===== src/rtl/fuse_responder_if.sv =====
// Fuse read/program bus between the key-transfer wrapper and fuse_responder.
// Read: fuse_req_i/fuse_addr_i in; fuse_rdata_o/fuse_valid_o/fuse_err_o out.
// Program: prog_we_i/prog_addr_i/prog_wdata_i in.
interface fuse_responder_if;
    logic        fuse_req_i;
    logic [31:0] fuse_addr_i;
    logic [31:0] fuse_rdata_o;
    logic        fuse_valid_o;
    logic        fuse_err_o;
    logic        prog_we_i;
    logic [31:0] prog_addr_i;
    logic [31:0] prog_wdata_i;

    modport master (
        output fuse_req_i, fuse_addr_i,
        output prog_we_i, prog_addr_i, prog_wdata_i,
        input  fuse_rdata_o, fuse_valid_o, fuse_err_o
    );

    modport slave (
        input  fuse_req_i, fuse_addr_i,
        input  prog_we_i, prog_addr_i, prog_wdata_i,
        output fuse_rdata_o, fuse_valid_o, fuse_err_o
    );
endinterface


===== src/rtl/fuse_responder.sv =====
// OTP fuse array model with a level-request read FSM and sticky program lock.
// Ports: clk_i, rst_i (sync, active-high), bus (fuse_responder_if.slave),
//   lock_i, locked_o (sticky lock), rd_count_o (completed reads).
// Option: define FUSE_RD_CNT_EN to build the saturating read counter;
//   otherwise rd_count_o is tied to 0.
module fuse_responder #(
    parameter int FUSE_MEM_SIZE = 34,
    parameter int READ_LATENCY  = 2
) (
    input  logic               clk_i,
    input  logic               rst_i,
    fuse_responder_if.slave    bus,
    input  logic               lock_i,
    output logic               locked_o,
    output logic [15:0]        rd_count_o
);
    localparam logic [1:0] IDLE = 2'd0;
    localparam logic [1:0] BUSY = 2'd1;
    localparam logic [1:0] DONE = 2'd2;

    localparam int AW = (FUSE_MEM_SIZE > 1) ? $clog2(FUSE_MEM_SIZE) : 1;

    logic [1:0]  state_q;
    logic [3:0]  cnt_q;
    logic [31:0] addr_q;
    logic [31:0] rdata_q;
    logic        err_q;
    logic        valid_q;
    logic        locked_q;
    logic [31:0] mem_q [FUSE_MEM_SIZE];

    logic        prog_ok;
    logic        rd_hit;

    assign prog_ok = bus.prog_we_i && !locked_q &&
                     (bus.prog_addr_i < 32'(FUSE_MEM_SIZE));
    assign rd_hit  = addr_q < 32'(FUSE_MEM_SIZE);

    assign bus.fuse_rdata_o = rdata_q;
    assign bus.fuse_err_o   = err_q;
    assign bus.fuse_valid_o = valid_q;
    assign locked_o         = locked_q;

    // The counter is loaded with READ_LATENCY and the sample happens on the
    // edge where it is already zero, so valid rises READ_LATENCY+1 edges
    // after the edge that saw the request.
    always_ff @(posedge clk_i) begin
        if (rst_i) begin
            state_q <= IDLE;
            cnt_q   <= '0;
            addr_q  <= '0;
            rdata_q <= '0;
            err_q   <= 1'b0;
            valid_q <= 1'b0;
        end else begin
            unique case (state_q)
                IDLE: begin
                    if (bus.fuse_req_i) begin
                        addr_q  <= bus.fuse_addr_i;
                        cnt_q   <= 4'(READ_LATENCY);
                        state_q <= BUSY;
                    end
                end
                BUSY: begin
                    if (!bus.fuse_req_i) begin
                        cnt_q   <= '0;
                        state_q <= IDLE;
                    end else if (cnt_q == 4'd0) begin
                        rdata_q <= rd_hit ? mem_q[addr_q[AW-1:0]] : 32'h0;
                        err_q   <= !rd_hit;
                        valid_q <= 1'b1;
                        state_q <= DONE;
                    end else begin
                        cnt_q <= cnt_q - 4'd1;
                    end
                end
                DONE: begin
                    if (!bus.fuse_req_i) begin
                        rdata_q <= '0;
                        err_q   <= 1'b0;
                        valid_q <= 1'b0;
                        state_q <= IDLE;
                    end
                end
                default: state_q <= IDLE;
            endcase
        end
    end

    // Bits can only be blown; the lock gate uses the registered lock so a
    // strobe coincident with lock_i still lands.
    always_ff @(posedge clk_i) begin
        if (rst_i) begin
            for (int i = 0; i < FUSE_MEM_SIZE; i++) begin
                mem_q[i] <= '0;
            end
        end else if (prog_ok) begin
            mem_q[bus.prog_addr_i[AW-1:0]] <=
                mem_q[bus.prog_addr_i[AW-1:0]] | bus.prog_wdata_i;
        end
    end

    always_ff @(posedge clk_i) begin
        if (rst_i) begin
            locked_q <= 1'b0;
        end else begin
            locked_q <= locked_q | lock_i;
        end
    end

`ifdef FUSE_RD_CNT_EN
    logic [15:0] rd_cnt_q;
    logic        sample;

    assign sample = (state_q == BUSY) && bus.fuse_req_i && (cnt_q == 4'd0);

    always_ff @(posedge clk_i) begin
        if (rst_i) begin
            rd_cnt_q <= '0;
        end else if (sample && (rd_cnt_q != 16'hFFFF)) begin
            rd_cnt_q <= rd_cnt_q + 16'd1;
        end
    end

    assign rd_count_o = rd_cnt_q;
`else
    assign rd_count_o = '0;
`endif
endmodule


===== src/flat_wrapper.sv =====
// flat-port wrapper written by rule: the top's interface ports become plain ports
module fuse_responder_flat 
#(
    parameter int FUSE_MEM_SIZE = 34,
    parameter int READ_LATENCY  = 2
)
  (clk_i, rst_i, lock_i, locked_o, rd_count_o, bus_fuse_req_i, bus_fuse_addr_i, bus_prog_we_i, bus_prog_addr_i, bus_prog_wdata_i, bus_fuse_rdata_o, bus_fuse_valid_o, bus_fuse_err_o);
  fuse_responder_if bus_i ();
  input  logic clk_i;
  input  logic rst_i;
  input  logic lock_i;
  output logic locked_o;
  output logic [15:0] rd_count_o;
  input wire logic [$bits(bus_i.fuse_req_i)-1:0] bus_fuse_req_i;
  input wire logic [$bits(bus_i.fuse_addr_i)-1:0] bus_fuse_addr_i;
  input wire logic [$bits(bus_i.prog_we_i)-1:0] bus_prog_we_i;
  input wire logic [$bits(bus_i.prog_addr_i)-1:0] bus_prog_addr_i;
  input wire logic [$bits(bus_i.prog_wdata_i)-1:0] bus_prog_wdata_i;
  output wire logic [$bits(bus_i.fuse_rdata_o)-1:0] bus_fuse_rdata_o;
  output wire logic [$bits(bus_i.fuse_valid_o)-1:0] bus_fuse_valid_o;
  output wire logic [$bits(bus_i.fuse_err_o)-1:0] bus_fuse_err_o;
  assign bus_i.fuse_req_i = bus_fuse_req_i;
  assign bus_i.fuse_addr_i = bus_fuse_addr_i;
  assign bus_i.prog_we_i = bus_prog_we_i;
  assign bus_i.prog_addr_i = bus_prog_addr_i;
  assign bus_i.prog_wdata_i = bus_prog_wdata_i;
  assign bus_fuse_rdata_o = bus_i.fuse_rdata_o;
  assign bus_fuse_valid_o = bus_i.fuse_valid_o;
  assign bus_fuse_err_o = bus_i.fuse_err_o;
  fuse_responder #(.FUSE_MEM_SIZE(FUSE_MEM_SIZE), .READ_LATENCY(READ_LATENCY)) u_core (.clk_i(clk_i), .rst_i(rst_i), .bus(bus_i), .lock_i(lock_i), .locked_o(locked_o), .rd_count_o(rd_count_o));
endmodule

===== config.mk =====
export PLATFORM = sky130hd
export DESIGN_NAME = fuse_responder_flat
export DESIGN_NICKNAME = d
export VERILOG_FILES = /design/src/rtl/fuse_responder_if.sv /design/src/rtl/fuse_responder.sv /design/src/flat_wrapper.sv
export SDC_FILE = /design/constraint.sdc
export NUM_CORES = 2
export LEC_CHECK = 0
export BUFFER_PORTS_ARGS = -buffer_cell sky130_fd_sc_hd__buf_2
export CAP_MARGIN = 20
export CORE_MARGIN = 1
export CORE_UTILIZATION = 60
export CTS_BUF_LIST = sky130_fd_sc_hd__clkbuf_4 sky130_fd_sc_hd__clkbuf_8
export DETAILED_ROUTE_END_ITERATION = 7
export PLACE_DENSITY_LB_ADDON = 0.05
export SYNTH_ARGS = -nofsm -noshare
export SYNTH_HDL_FRONTEND = slang
export SYNTH_SLANG_ARGS = --single-unit

===== constraint.sdc =====
create_clock -name clk_i -period 4.3 [get_ports clk_i]
set_input_delay 0 -clock clk_i [delete_from_list [all_inputs] [get_ports clk_i]]
set_output_delay 0 -clock clk_i [all_outputs]
set_load 0.02 [all_outputs]

==> qor.yml <==
total_power_w: 0.04760
skew_ns: 0.09846
reg2reg_depth: 7
power.density_nw_per_um2: 393.6
io_pins: 152
slowest_stage: "nor2_1"
drtPass1Iterations: 8
worst-setup-path-type: "flop to flop"
slowest_delay_ns: 0.81
die_area_sq_um: 174100
synth_cells: 6490
drt_iter0_drc: 11560
synthFlopType: "edfxtp_1"
synth_edf_count: 2048
path_cells: "inv_4, nor2_1, buf_4, a22oi_1, nand2_1, a21oi_1, a31oi_1"
die_y_um: 417.2
post-route-min-period_ns: 3.547
ir_worst_vdd_mv: 0.3939
num_vias: 71550
min_path_cells: 5
gp_congestion: 0.9276
pwr-share-seq: 0.500
ant_nets: 0
area_growth_pct: 16.91
utilization: 0.7058
fin_crit_sh: 0.8248
drcViolationCount: 22
nets: 8045
cts_tree: "yes"
min_from: "bus_prog_wdata_i[18]"
ys_top_cells_by_area: "edfxtp_1, mux4_2, mux2i_1"
coreArea_sq_um: 171400
start_util: 0.6038
clock_path_buffers: 4
switching_share: 0.2565
startpoint_type: "flop"
cp-end-kind: "flop"
async_reset_ff_frac: 0
cap_violations: 0
ys_seq_area_frac: 0.6097
violations: "DRC"
p_int_w: 0.03539
synth_top_area_cell: "edfxtp_1"
drt-vias-per-instance: 6.788
row_count: 152
yosys_warnings: 0
antenna_found_initial: 14
pwr-share-comb: 0.121
post_dp_cell_area_sq_um: 112000
syn-cell-area_sq_um: 103500
grt_max_degree: 69
grt_pass1_vias: 70300
min_path_type: "input port to flop"
status: "finished with violations"
fmax_ghz: 0.2819
regToRegEndpoint: "u_core.bus.fuse_rdata_o[7]$_SDFFE_PP0P_"
cts_buffers: 362
fin_area_sq_um: 121000
grt_pass1_wl_um: 498000
pwr-share-clk: 0.379
insertion_delay_ns: 1.16
fp.dieW_um: 417.2
multi_input_area_sq_um: 41280
drive_gt1_frac: 0.2643
cts_max_level: 5
grt_usage: 0.4115
port_buffers: 135
cp.required_ns: 5.31
tns_ns: 0
overflow: 0
cp.arrival_ns: 4.56
avgSynthCellArea_sq_um: 15.94
synth-seq-cells: 2127
clkSinkCount: 2127
p_leak_nw: 45.91
cts_root_buf: "clkbuf_8"
max_slew_margin: 0.2546
fillers: 11540
drt_wl_total_um: 356800
reg2reg_slack_ns: 0.75
rsz0062_at_grt: "no"
regArea_sq_um: 63100
wl_per_cell_um: 33.85
min_to: "u_core.mem_q[30][18]$_SDFFCE_PN0P_"
dp_hpwl_um: 214600
power_switching_w: 0.01221
synth_cell_types: 80
netlist.area_leader.share: 0.5944
worstMarginPinSlew_ns: 1.115
hold_violations: 0
final-max-slew-violation-count: 0
cp_max_fo: 30
setup_viol: 0
cts.clk_slew.worst_paths_ns: 0.07
==> layout by cell type, fill, tap and decap left out, drive strengths merged, types with 6 or more instances in the layout <==
master,n
edfxtp,2048
nor2,1139
conb,976
mux4,868
buf,549
mux2i,528
clkbuf,498
nand2,209
dlygate4sd3,188
a22oi,156
a21oi,153
clkinv,120
o21ai,93
dfxtp,79
a22o,68
a221oi,58
mux2,54
nand3,45
o22ai,34
nor2b,32
a221o,27
a211oi,26
o211ai,25
nor4,24
diode,21
nor3,20
a31oi,19
inv,18
nand4,14
and2,13
o2111ai,10
bufinv,10
a2111oi,10
a2bb2oi,9
and3,8
o31ai,7
nand2b,7
o41ai,6
a32oi,6
==> cell type report <==
cell class | instances | area share
sequential | 2127 | 0.5217
multi-input combinational | 4695 | 0.3413
timing repair buffer | 738 | 0.05473
clock buffer | 497 | 0.05045
tap | 2310 | 0.02390
clock inverter | 134 | 0.006859
inverter | 18 | 0.0006207
antenna | 21 | 0.0004345
==> worst max-delay path, delay by kind of cell, from the launching register on <==
kind | cells | cell delay, ns
compound gates | 3 | 0.57
buf+inv | 2 | 1.02
flops | 1 | 0.73
simple gates | 2 | 0.95
==> stage by stage <==
stage                     setup WS [ns]  std cells  hold slack, ns
after global routing             0.8083      10530         0.07593
after global placement           0.5498       9697          0.2004
after detailed placement         0.5529       9698          0.2319
after CTS                        0.8984      10520        0.001625
after floorplan                   1.199       7465          0.1158
final                            0.7532      10540         0.02472
==> synthesized netlist by cell type (7+ instances only) <==
library cell	instances
a211oi_1	18
a211oi_2	7
a21oi_1	153
a221o_1	27
a221oi_1	48
a221oi_2	10
a22o_1	68
a22oi_1	156
a2bb2oi_1	9
a31oi_1	19
and2_1	12
and3_1	8
buf_1	71
buf_2	173
buf_4	47
buf_6	56
clkbuf_1	273
dfxtp_1	79
edfxtp_1	2048
inv_1	14
mux2_2	54
mux2i_1	528
mux4_2	865
nand2_1	209
nand2b_1	7
nand3_1	45
nand4_1	14
nor2_1	1139
nor2b_1	32
nor3_1	11
nor4_1	18
o2111ai_1	10
o211ai_1	25
o21ai_0	90
o22ai_1	34
o31ai_1	7
==> how the worst max path moves through the flow <==
| stage | to | slack (ns) |
|---|---|---|
| 2_1_floorplan | u_core.mem_q[9][0]$_SDFFCE_PN0P_ | 1.20 |
| 3_3_place_gp | u_core.mem_q[52][23]$_DFFE_PP_ | 0.55 |
| 3_5_place_dp | u_core.mem_q[54][23]$_DFFE_PP_ | 0.55 |
| 4_1_cts | u_core.bus.fuse_rdata_o[5]$_SDFFE_PP0P_ | 0.90 |
| 5_1_grt | u_core.bus.fuse_rdata_o[5]$_SDFFE_PP0P_ | 0.81 |
| 6_report | u_core.bus.fuse_rdata_o[7]$_SDFFE_PP0P_ | 0.75 |
==> power by group through the flow <==
stage	Sequential (W)	Clock [W]	Combinational (W)
floorplan	0.0240	0	0.00347
global placement	0.0241	0	0.00533
detailed placement	0.0242	0	0.00536
CTS	0.0238	0.0181	0.00552
global route	0.0239	0.0190	0.00588
finish	0.0238	0.0180	0.00575
==> state kept, by name, indices dropped and copies added (netlist names), named ones only <==
| signal | count |
|---|---|
| u_core.addr_q | 32 |
| u_core.bus.fuse_err_o | 1 |
| u_core.bus.fuse_rdata_o | 32 |
| u_core.bus.fuse_valid_o | 1 |
| u_core.cnt_q | 4 |
| u_core.locked_o | 1 |
| u_core.mem_q | 2048 |
| u_core.state_q | 2 |
==> logic make-up (layout without fill, tap and decap cells) <==
kind of cell               count (synthesis)  after routing  share of synthesized area
AOI/OAI and AO/OA                        743            743                    0.05220
xor gates and xnor gates                   3              3                  0.0002540
adders and majority gates                  2              2                  0.0002418
buffers and inverters                    643           1387                    0.03171
DFF                                     2127           2127                     0.6097
muxes                                   1450           1450                     0.2460
other                                      1            997                 0.00003625
and+or+nand+nor                         1521           1521                    0.05981
==> routing by layer <==
layer / GRT usage / vias up / part of all wire
met5: 0 / - / 0.00016
met2: 0.5995 / 6237 / 0.44
met3: 0.1510 / 1454 / 0.16
met4: 0.2620 / 8 / 0.074
met1: 0.5246 / 35900 / 0.33
li1: - / 27950 / -
==> what timing repair did <==
action | in CTS | in global routing
resized for setup | 0 | 0
buffers inserted | 0 | 0
hold buffers | 188 | 0
hold endpoints to repair | 2138 | 0
endpoints found under the setup margin | 0 | 0
Power figures use the tool's default switching activity.
